<file path="src/rtl/audio_dac_serializer.sv">
// I2S transmit serializer for the audio CODEC DAC path: a small stereo-pair FIFO feeding a
// shift register timed by the codec-mastered BCLK/LRCK, oversampled on the system clock.
module audio_dac_serializer #(
  parameter int DW    = 24,
  parameter int DEPTH = 4
) (
  input  logic                     clk,
  input  logic                     reset_n,
  input  logic                     write,
  input  logic [DW-1:0]            writedata_left,
  input  logic [DW-1:0]            writedata_right,
  output logic                     write_ready,
  output logic [$clog2(DEPTH):0]   fifo_count,
  output logic                     underflow,
  input  logic                     AUD_BCLK,
  input  logic                     AUD_DACLRCK,
  output logic                     AUD_DACDAT
);

  localparam int AW = $clog2(DEPTH);
  localparam int CW = AW + 1;
  localparam int BW = $clog2(DW + 1);

  // Codec clock synchronizers: [0],[1] resolve metastability, [2] is the previous sample.
  logic [2:0] bclk_sync;
  logic [2:0] lr_sync;
  logic       bclk_fall;
  logic       lr_fall;
  logic       lr_rise;

  always_ff @(posedge clk or negedge reset_n) begin
    if (!reset_n) begin
      bclk_sync <= '0;
      lr_sync   <= '0;
    end else begin
      // NOTE: sequential state uses non-blocking assignments so every flop samples pre-edge values.
      bclk_sync <= {bclk_sync[1:0], AUD_BCLK};
      lr_sync   <= {lr_sync[1:0], AUD_DACLRCK};
    end
  end

  assign bclk_fall = bclk_sync[2] & ~bclk_sync[1];
  assign lr_fall   = lr_sync[2] & ~lr_sync[1];
  assign lr_rise   = ~lr_sync[2] & lr_sync[1];

  // FIFO storage and pointers; pointers wrap naturally because DEPTH is a power of two.
  logic [DW-1:0] mem_l [DEPTH];
  logic [DW-1:0] mem_r [DEPTH];
  logic [AW-1:0] wr_ptr;
  logic [AW-1:0] rd_ptr;
  logic [CW-1:0] count_next;
  logic          push;
  logic          pop;

  assign push = write & write_ready;
  assign pop  = lr_fall & (fifo_count != '0);

  // NOTE: the sample memory has no reset; contents are only visible through a valid pop.
  always_ff @(posedge clk) begin
    if (push) begin
      mem_l[wr_ptr] <= writedata_left;
      mem_r[wr_ptr] <= writedata_right;
    end
  end

  always_comb begin
    // NOTE: default first so every path assigns count_next and no latch is inferred.
    count_next = fifo_count;
    case ({push, pop})
      2'b10:   count_next = fifo_count + 1'b1;
      2'b01:   count_next = fifo_count - 1'b1;
      default: count_next = fifo_count;
    endcase
  end

  always_ff @(posedge clk or negedge reset_n) begin
    if (!reset_n) begin
      wr_ptr      <= '0;
      rd_ptr      <= '0;
      fifo_count  <= '0;
      write_ready <= 1'b1;
    end else begin
      if (push) wr_ptr <= wr_ptr + 1'b1;
      if (pop)  rd_ptr <= rd_ptr + 1'b1;
      fifo_count  <= count_next;
      write_ready <= (count_next != CW'(DEPTH));
    end
  end

  // Serializer: LR edges load a channel, BCLK falls shift it out MSB first.
  logic [DW-1:0] shreg;
  logic [DW-1:0] held_r;
  logic [BW-1:0] bit_cnt;

  always_ff @(posedge clk or negedge reset_n) begin
    if (!reset_n) begin
      shreg      <= '0;
      held_r     <= '0;
      bit_cnt    <= '0;
      underflow  <= 1'b0;
      AUD_DACDAT <= 1'b0;
    end else begin
      underflow <= lr_fall & ~pop;
      if (lr_fall) begin
        shreg   <= pop ? mem_l[rd_ptr] : '0;
        held_r  <= pop ? mem_r[rd_ptr] : '0;
        bit_cnt <= '0;
      end else if (lr_rise) begin
        shreg   <= held_r;
        bit_cnt <= '0;
      end else if (bclk_fall) begin
        if (bit_cnt != BW'(DW)) begin
          AUD_DACDAT <= shreg[DW-1];
          shreg      <= {shreg[DW-2:0], 1'b0};
          bit_cnt    <= bit_cnt + 1'b1;
        end else begin
          AUD_DACDAT <= 1'b0;
        end
      end
    end
  end

endmodule

</file>
<file path="config.mk">
export PLATFORM = sky130hd
export DESIGN_NAME = audio_dac_serializer
export DESIGN_NICKNAME = d
export VERILOG_FILES = /design/src/rtl/audio_dac_serializer.sv
export SDC_FILE = /design/constraint.sdc
export NUM_CORES = 1
export LEC_CHECK = 0
export CORE_UTILIZATION = 46
export DETAILED_ROUTE_END_ITERATION = 8
export GPL_TIMING_DRIVEN = 0
export SYNTH_ARGS = -nofsm -noshare
export SYNTH_HDL_FRONTEND = slang
export SYNTH_SLANG_ARGS = --single-unit
export TNS_END_PERCENT = 30
</file>
<file path="constraint.sdc">
create_clock -name clk -period 7.9 [get_ports clk]
set_input_delay 1.58 -clock clk [delete_from_list [all_inputs] [get_ports clk]]
set_output_delay 1.58 -clock clk [all_outputs]
set_load 0.005 [all_outputs]
</file>
* Yosys cells after proc, flatten, opt, wreduce, memory -nomap -nowiden *
Memories as Yosys holds them, arrays and structs flattened.
Index checks and enable logic that the tools add are counted.

storage, ports and cells
  word-level logic and storage cells = 53
  memories = 2
  RAM bits = 192
  bits of input ports = 53
  register bits = 69

memory list
  memory  depth  width  read ports  clocked after Yosys merged registers in  write ports  line  RTL
  mem_l   4      24     1           0                                        1            47    logic [DW-1:0] mem_l [DEPTH];
  mem_r   4      24     1           0                                        1            48    logic [DW-1:0] mem_r [DEPTH];

operators by class
  equality and inequality tests = 4
  add/sub/neg operators = 5
  muxes and demuxes = 14
  reductions and logical operators = 5
  bitwise logic cells = 12

operator list
  cell                   count
  $mux W24               6
  $mux W5                4
  $reduce_bool A3 Y1     3
  $and A1 B1 Y1          6
  $not A1 Y1             6
  $pmux W3 S2            1
  $add A5 B1 Y5 const B  1
  $ne A5 B5 Y1 const B   1
  $add A2 B1 Y2 const B  2
  $add A3 B1 Y3 const B  1
  $mux W1                3
  $ne A3 B3 Y1 const B   1
  $reduce_and A3 Y1      1
  $sub A3 B1 Y3 const B  1
  $eq A2 B1 Y1 const B   1
  $eq A2 B2 Y1 const B   1
  $reduce_and A2 Y1      1

* Logic depth before layout (Yosys ltp) *
Gate-level depths: netlist (run 1).

  depth in word-level cells = 6
  depth in mapped cells = 12
  mapped depth without buffers = 9

* Worst setup path before layout (run 1) *
Ideal clock, no wire load.

  kind = input to register
  start point = input write
  end point = memory mem_l[0][0] (enable)
  required time = 7.489 ns
  setup time = 0.411 ns
  setup slack = 4.715 ns
  arrival time = 2.774 ns
  stages = 1
  cells stage by stage = and3_1

on the way
  word-level cells in the longest chain between the ends = 3

RTL lines
  element                        line  RTL
  start: declaration             9     input logic write,
  $and A1 B1 Y1                  55    assign push = write & write_ready;
  $mux W1                        60    if (push) begin
  $mux W1 (implied by the code)  61    mem_l[wr_ptr] <= writedata_left;
  end: declaration               47

Every way passes these cells.

* Final worst setup path (run 1) *
  start point = register write_ready
  end point = output write_ready

RTL lines
  element                   line  RTL
  start: declaration        12    output logic write_ready,
  start signal: assignment  86    write_ready <= (count_next != CW'(DEPTH));

No word-level cell between the ends.

==> qor.yml, run 1 <==
run_status:
  outcome: "completed"
global_routing:
  grt_pass1_wl_um: 30700
  grt_max_degree: 70
  grt_overflow: 0
  grt_antenna_before_repair: 0
  grt_pass1_vias: 5575
  grtUsageTotal_pct: 18.0
floorplanning:
  initial_core_util_pct: 47.1
  fp.dieArea_mm2: 0.0230
  std_cell_rows: 54
  io-pin-count: 59
  core-area_mm2: 0.0219
  die_h_um: 152
  die_w_um: 152
worst_setup_path:
  cp_top_family: "flip-flops"
  reg2reg_depth: 12
  crit_path_max_fanout: 6
  cp-start-kind: "flip-flop"
  crit_buf_inv: 1
  slowest_stage: "dfstp_2"
  crit_type: "reg -> out"
  worstSetupEndpointType: "output pin"
  path_depth: 1
  worstPathRequired_ns: 6.32
  critPathMaxStageDelay_ns: 0.57
  r2r-end: "fifo_count[2]"
  reg2reg_slack_ns: 4.89
  timing.rr.start: "lr_sync[1]"
  worstPathCellList: "clkdlybuf4s50_1"
  worstPathArrival_ns: 1.60
  startpoint: "write_ready"
logic_synthesis:
  synthArstFlopShare_pct: 26.4
  yosysTopAreaCell: "edfxtp_1"
  synth_edf_count: 192
  syn_area_mm2: 0.0103
  synth_nets: 567
  synthFlopType: "edfxtp_1"
  synth.ff_latch_count: 261
  synth.top_cell.area_share_pct: 56.0
  synth_area_leaders: "edfxtp_1, dfrtp_1, mux4_2"
  ys_types: 45
  netlist_instances: 504
  seq_area_frac_synth_pct: 72.8
  ys_warn_count: 0
  synth_area_per_cell_um2: 20.4
placement:
  dpl_cell_area_mm2: 0.0113
  gp_congestion: 0.762
  dp_hpwl_um: 12200
  portBuffers: 58
detailed_routing:
  drc: 0
  viasPerCell: 5.69
  drtIter0Drc: 237
  routedWlPerCell_um: 21.7
  wl_um: 19400
  dr.pass1.iters: 4
  final_antenna_net_count: 0
  vias: 5086
layout:
  antenna_cells: 0
  fin_nets: 658
  drive_gt1_share_pct: 23.8
  stdcell_area_mm2: 0.0122
  syn_to_final_growth_pct: 18.6
clock_network:
  cts-root-buf: "clkbuf_16"
  cts_tree: "built"
  cts_setup_buffers: 0
  h-tree-depth: 1
  cts_made_buffers: 28
  clkSinkCount: 261
  cts_buffer_depth: 3
  cts_resized: 0
  ctsHoldBuffers: 0
  clk_pin_slew_ns: 0.06
  clk_latency_ns: 0.55
power:
  p_leak_nw: 4.42
  ir_drop_mv: 0.226
  totalPowerFinal_mw: 4.31
  power.density_mw_per_mm2: 353
timing:
  period_share_pct: 40.3
  slew_headroom_pct: 40.0
  period_minus_slack_ns: 3.18
  grt_setup_unrepaired: "false"
  finalClockSkew_ns: 0.0329
  finalSetupViolations: 0
  hold_viol: 0
  hold_ws_ns: 0.355
  fmax_ghz: 0.314
  maxSlewViolCount: 0
  finalSetupTns_ns: 0
  tightestPinTransition_ns: 0.900
job:
  drv_cap: 0
hold_path:
  hp-start: "lr_sync[0]"
  whs_path_depth: 0
  hold_path.class: "reg -> reg"
  min_to: "lr_sync[1]"
## cell families (layout without fill, tap and decap cells)
kind of cell	Yosys count	after routing	synth area share [%]
flip-flops	261	261	72.8
AO/OA/AOI/OAI	66	66	5.65
XOR/XNOR	5	5	0.425
AND/OR/NAND/NOR	23	23	1.31
buffers and inverters	42	152	2.32
adder cells (fa/ha/maj)	10	10	1.29
multiplexers	97	97	16.3
## final cells by class
cell class,count,area (µm²)
repair buffers,61,638
inverters,12,45.0
clock buffers,38,769
well taps,280,350
clock inverters,11,145
fillers,1690,9680
multi-input cells,201,2580
flip-flops and latches,261,7490
plain buffers,30,194
## Yosys cell counts, types with 2 or more instances
| cell type | count |
|---|---|
| buf_8 | 3 |
| ha_1 | 9 |
| xor2_1 | 2 |
| mux2_4 | 19 |
| buf_1 | 4 |
| a2111oi_0 | 2 |
| mux2_2 | 6 |
| o2bb2ai_1 | 23 |
| inv_1 | 11 |
| buf_6 | 4 |
| mux2i_1 | 24 |
| or2_2 | 2 |
| nor3_1 | 2 |
| o21ai_0 | 2 |
| mux4_2 | 48 |
| edfxtp_1 | 192 |
| a221oi_1 | 2 |
| nand2_1 | 4 |
| and3_1 | 5 |
| nand4b_1 | 2 |
| buf_2 | 14 |
| a21o_1 | 2 |
| a22o_1 | 26 |
| xnor2_1 | 3 |
| nor2_1 | 2 |
| clkbuf_1 | 5 |
| dfrtp_1 | 68 |
## routing by layer
metal	up-vias	GRT usage, %	routed length (µm)
li1	2231	-	-
met1	2682	23.8	8510
met2	138	30.8	9650
met3	35	2.84	844
met4	0	5.10	437
met5	-	0	0
## registers in the layout, summed over array words and instances (netlist names)
register	cells
AUD_DACDAT	1
bclk_sync	3
bit_cnt	5
fifo_count	3
held_r	24
lr_sync	3
mem_l	96
mem_r	96
rd_ptr	2
shreg	24
underflow	1
wr_ptr	2
write_ready	1
## stage by stage
step                cells  worst slack (ns)  util, %
floorplan             504              4.72        -
global placement      842              2.79     51.3
detailed placement    845              4.28     51.6
global route          894              4.67     55.8
CTS                   894              4.70     55.8
finish                894              4.72     55.8
## cell usage in the layout (no fill, tap or decap), types with 2 or more instances in the layout
cell type,n
edfxtp_1,192
dfrtp_1,68
clkdlybuf4s50_1,57
mux4_2,48
clkbuf_16,29
a22o_1,26
mux2i_1,24
o2bb2ai_1,23
mux2_4,19
buf_2,14
clkbuf_1,13
inv_1,11
ha_1,9
mux2_2,6
nand2_1,4
buf_6,4
buf_1,4
xnor2_1,3
and3_2,3
clkinv_1,3
buf_8,3
bufinv_16,3
clkinv_2,3
buf_12,3
nor2_1,2
a21o_1,2
xor2_1,2
nor3_1,2
or2_2,2
o21ai_0,2
nand4b_1,2
a2111oi_0,2
a221oi_1,2
## power by group
group          switching (mW)  internal (mW)  leakage [nW]  total, mW
logic                   0.518          0.564          1.35       1.08
clock network           0.504          0.778         0.442       1.28
registers               0.130           1.82          2.62       1.95
## worst max-delay path by stage
stage                         end  slack (ns)
global placement         shreg[6]        2.79
global route          write_ready        4.67
floorplan             mem_l[0][0]        4.72
CTS                   write_ready        4.70
finish                write_ready        4.72
detailed placement  fifo_count[2]        4.28
No activity file was read; power rests on OpenSTA's default activity.
==> run 2: changes to the inputs <==
Settings changed: PLACE_DENSITY set to 0.67.
Clock period 7.9 ns to 2.6 ns, I/O delays scaled along.
==> run 2 against run 1 <==
Flip-flop and latch count did not move. Largest power group unchanged. Global-route usage up 0.14 points. Clock skew fell by 0.023 ns. Worst hold slack got worse by 0.25 ns. Sequential power grew to 3.0 times the previous value. Sequential share of layout area fell by 0.46 points. Register-to-register slack lost 4.8 ns. Routed wire length rose by 1.8%. Total power rose to 3.1 times the previous value.
==> qor.yml, run 2 (synthesis results as in run 1) <==
run_status:
  outcome: "completed"
worst_setup_path:
  cp_top_family: "adder cells"
  worstPathCellList: "inv_1, ha_2, buf_6, o31a_1, buf_6, buf_8, ha_2, inv_1, fa_2, xor2_1, o21a_1, or2_2"
  slowest_stage: "dfrtp_1"
  crit_buf_inv: 5
  timing.rr.start: "lr_sync[1]"
  worstPathArrival_ns: 2.92
  critPathMaxStageDelay_ns: 0.40
  crit_type: "reg -> reg"
  worstSetupEndpointType: "flip-flop"
  crit_path_max_fanout: 5
  worstPathRequired_ns: 3.01
  cp-start-kind: "flip-flop"
  startpoint: "lr_sync[1]"
timing:
  hold_viol: 0
  hold_ws_ns: 0.105
  finalSetupViolations: 0
  period_share_pct: 96.4
  maxSlewViolCount: 0
  finalClockSkew_ns: 0.0103
  finalSetupTns_ns: 0
  slew_headroom_pct: 38.8
  tightestPinTransition_ns: 0.917
  period_minus_slack_ns: 2.51
  fmax_ghz: 0.399
  grt_setup_unrepaired: "false"
  fin_ws_ns: 0.0939
floorplanning:
  initial_core_util_pct: 47.1
  core-area_mm2: 0.0219
  die_w_um: 152
  die_h_um: 152
  io-pin-count: 59
  fp.dieArea_mm2: 0.0230
  std_cell_rows: 54
clock_network:
  cts_tree: "built"
  clk_pin_slew_ns: 0.06
  cts-root-buf: "clkbuf_16"
  clkSinkCount: 261
  cts_buffer_depth: 3
  cts_made_buffers: 28
  clk_latency_ns: 0.53
  h-tree-depth: 1
detailed_routing:
  drc: 0
  wl_um: 19800
  viasPerCell: 5.66
  drtIter0Drc: 345
  dr.pass1.iters: 7
  vias: 5112
  final_antenna_net_count: 0
  routedWlPerCell_um: 21.9
power:
  intPower_mw: 9.67
  pwr-share-clk_pct: 29.6
  p_sw_mw: 3.53
  swShare_pct: 26.8
  pwr-share-seq_pct: 44.9
  ir_drop_mv: 0.527
  power.density_mw_per_mm2: 1070
  p_comb_share_pct: 25.5
  p_leak_nw: 4.47
  totalPowerFinal_mw: 13.2
layout:
  seq_area_mm2: 0.00749
  stdcell_area_mm2: 0.0123
  syn_to_final_growth_pct: 19.4
  antenna_cells: 0
  layout_common_cells: "edfxtp_1, dfrtp_1, clkdlybuf4s50_1"
  mostFrequentLayoutCell: "edfxtp_1"
  drive_gt1_share_pct: 25.0
  nFillCells: 1664
  multiInputGateArea_mm2: 0.00258
  top_regs: "mem_l (96), mem_r (96)"
  final_core_utilization_pct: 56.2
  fin_cells: 903
  fin_nets: 664
job:
  drv_cap: 0
placement:
  gp_congestion: 0.756
  dpl_cell_area_mm2: 0.0113
  portBuffers: 58
  dp_cells: 846
  dp_hpwl_um: 12300
  pre_cts_ws_ns: -0.461
global_routing:
  grt_pass1_vias: 5445
  grt_pass1_wl_um: 31000
  grtUsageTotal_pct: 18.1
  grt_overflow: 0
  grt_antenna_before_repair: 0
  grt_max_degree: 70
hold_path:
  hold_path.class: "in -> async"
run 2: power groups by stage:
stage / clock [mW] / combinational, mW / sequential (mW)
finish: 3.91 / 3.37 / 5.92
global route: 4.14 / 3.65 / 6.01
CTS: 3.98 / 3.43 / 5.92
detailed placement: 0 / 3.39 / 5.99
global placement: 0 / 3.23 / 5.99
floorplan: 0 / 2.38 / 5.88
run 2: cell type report:
type,instances,share of cell area [%]
plain buffers,30,1.76
clock inverters,13,1.13
well taps,280,2.85
clock buffers,39,6.37
flip-flops and latches,261,60.9
repair buffers,67,5.65
multi-input cells,201,21.0
inverters,12,0.366
run 2: what timing repair did:
| action | in CTS | in global routing |
|---|---|---|
| endpoints found under the setup margin | 3 | 1 |
| hold buffers | 0 | 0 |
| endpoints found under the hold margin | 0 | 0 |
| gates cloned | 0 | 0 |
| setup buffers | 3 | 2 |
| gates resized for setup | 8 | 2 |
run 2: final timing paths:
| kind | to | slack, ns | cells past startpoint |
|---|---|---|---|
| worst max-delay path | fifo_count[2] | 0.09 | 12 |
| worst min-delay path | held_r[18] | 0.11 | 1 |
| worst max register to register | fifo_count[2] | 0.09 | 12 |
| worst min register to register | bclk_sync[1] | 0.36 | 0 |
| min in group clk | bclk_sync[1] | 0.36 | 0 |
| max in group asynchronous | shreg[8] | 1.88 | 1 |
run 2: metal layers:
layer	vias to the layer above	GRT usage, %	part of all wire, %	routed length [µm]
li1	2256	-	-	-
met1	2707	25.6	45	8930
met2	117	29.6	49	9700
met3	32	2.87	4.4	879
met4	0	4.21	1.3	266
met5	-	0	0	0
==> run 3: changes to the inputs <==
Settings changed: PLACE_DENSITY 0.67 to not set.
Clock period 2.6 ns to 3.3 ns, I/O delays scaled along.
==> results of run 3 <==
The final DEF is identical to that of run 1. Status: completed.
Main changes from that run: setup slack after placement 4.28 ns -> 0.271 ns; setup slack after layout 4.72 ns -> 0.290 ns; hold slack 0.355 ns -> 0.251 ns; start point of the critical path write_ready -> lr_sync[1]; end point of the critical path write_ready -> fifo_count[2]; register-to-register setup slack 4.89 ns -> 0.29 ns; total power 4.31 mW -> 10.3 mW; worst IR drop on VDD 0.226 mV -> 0.542 mV
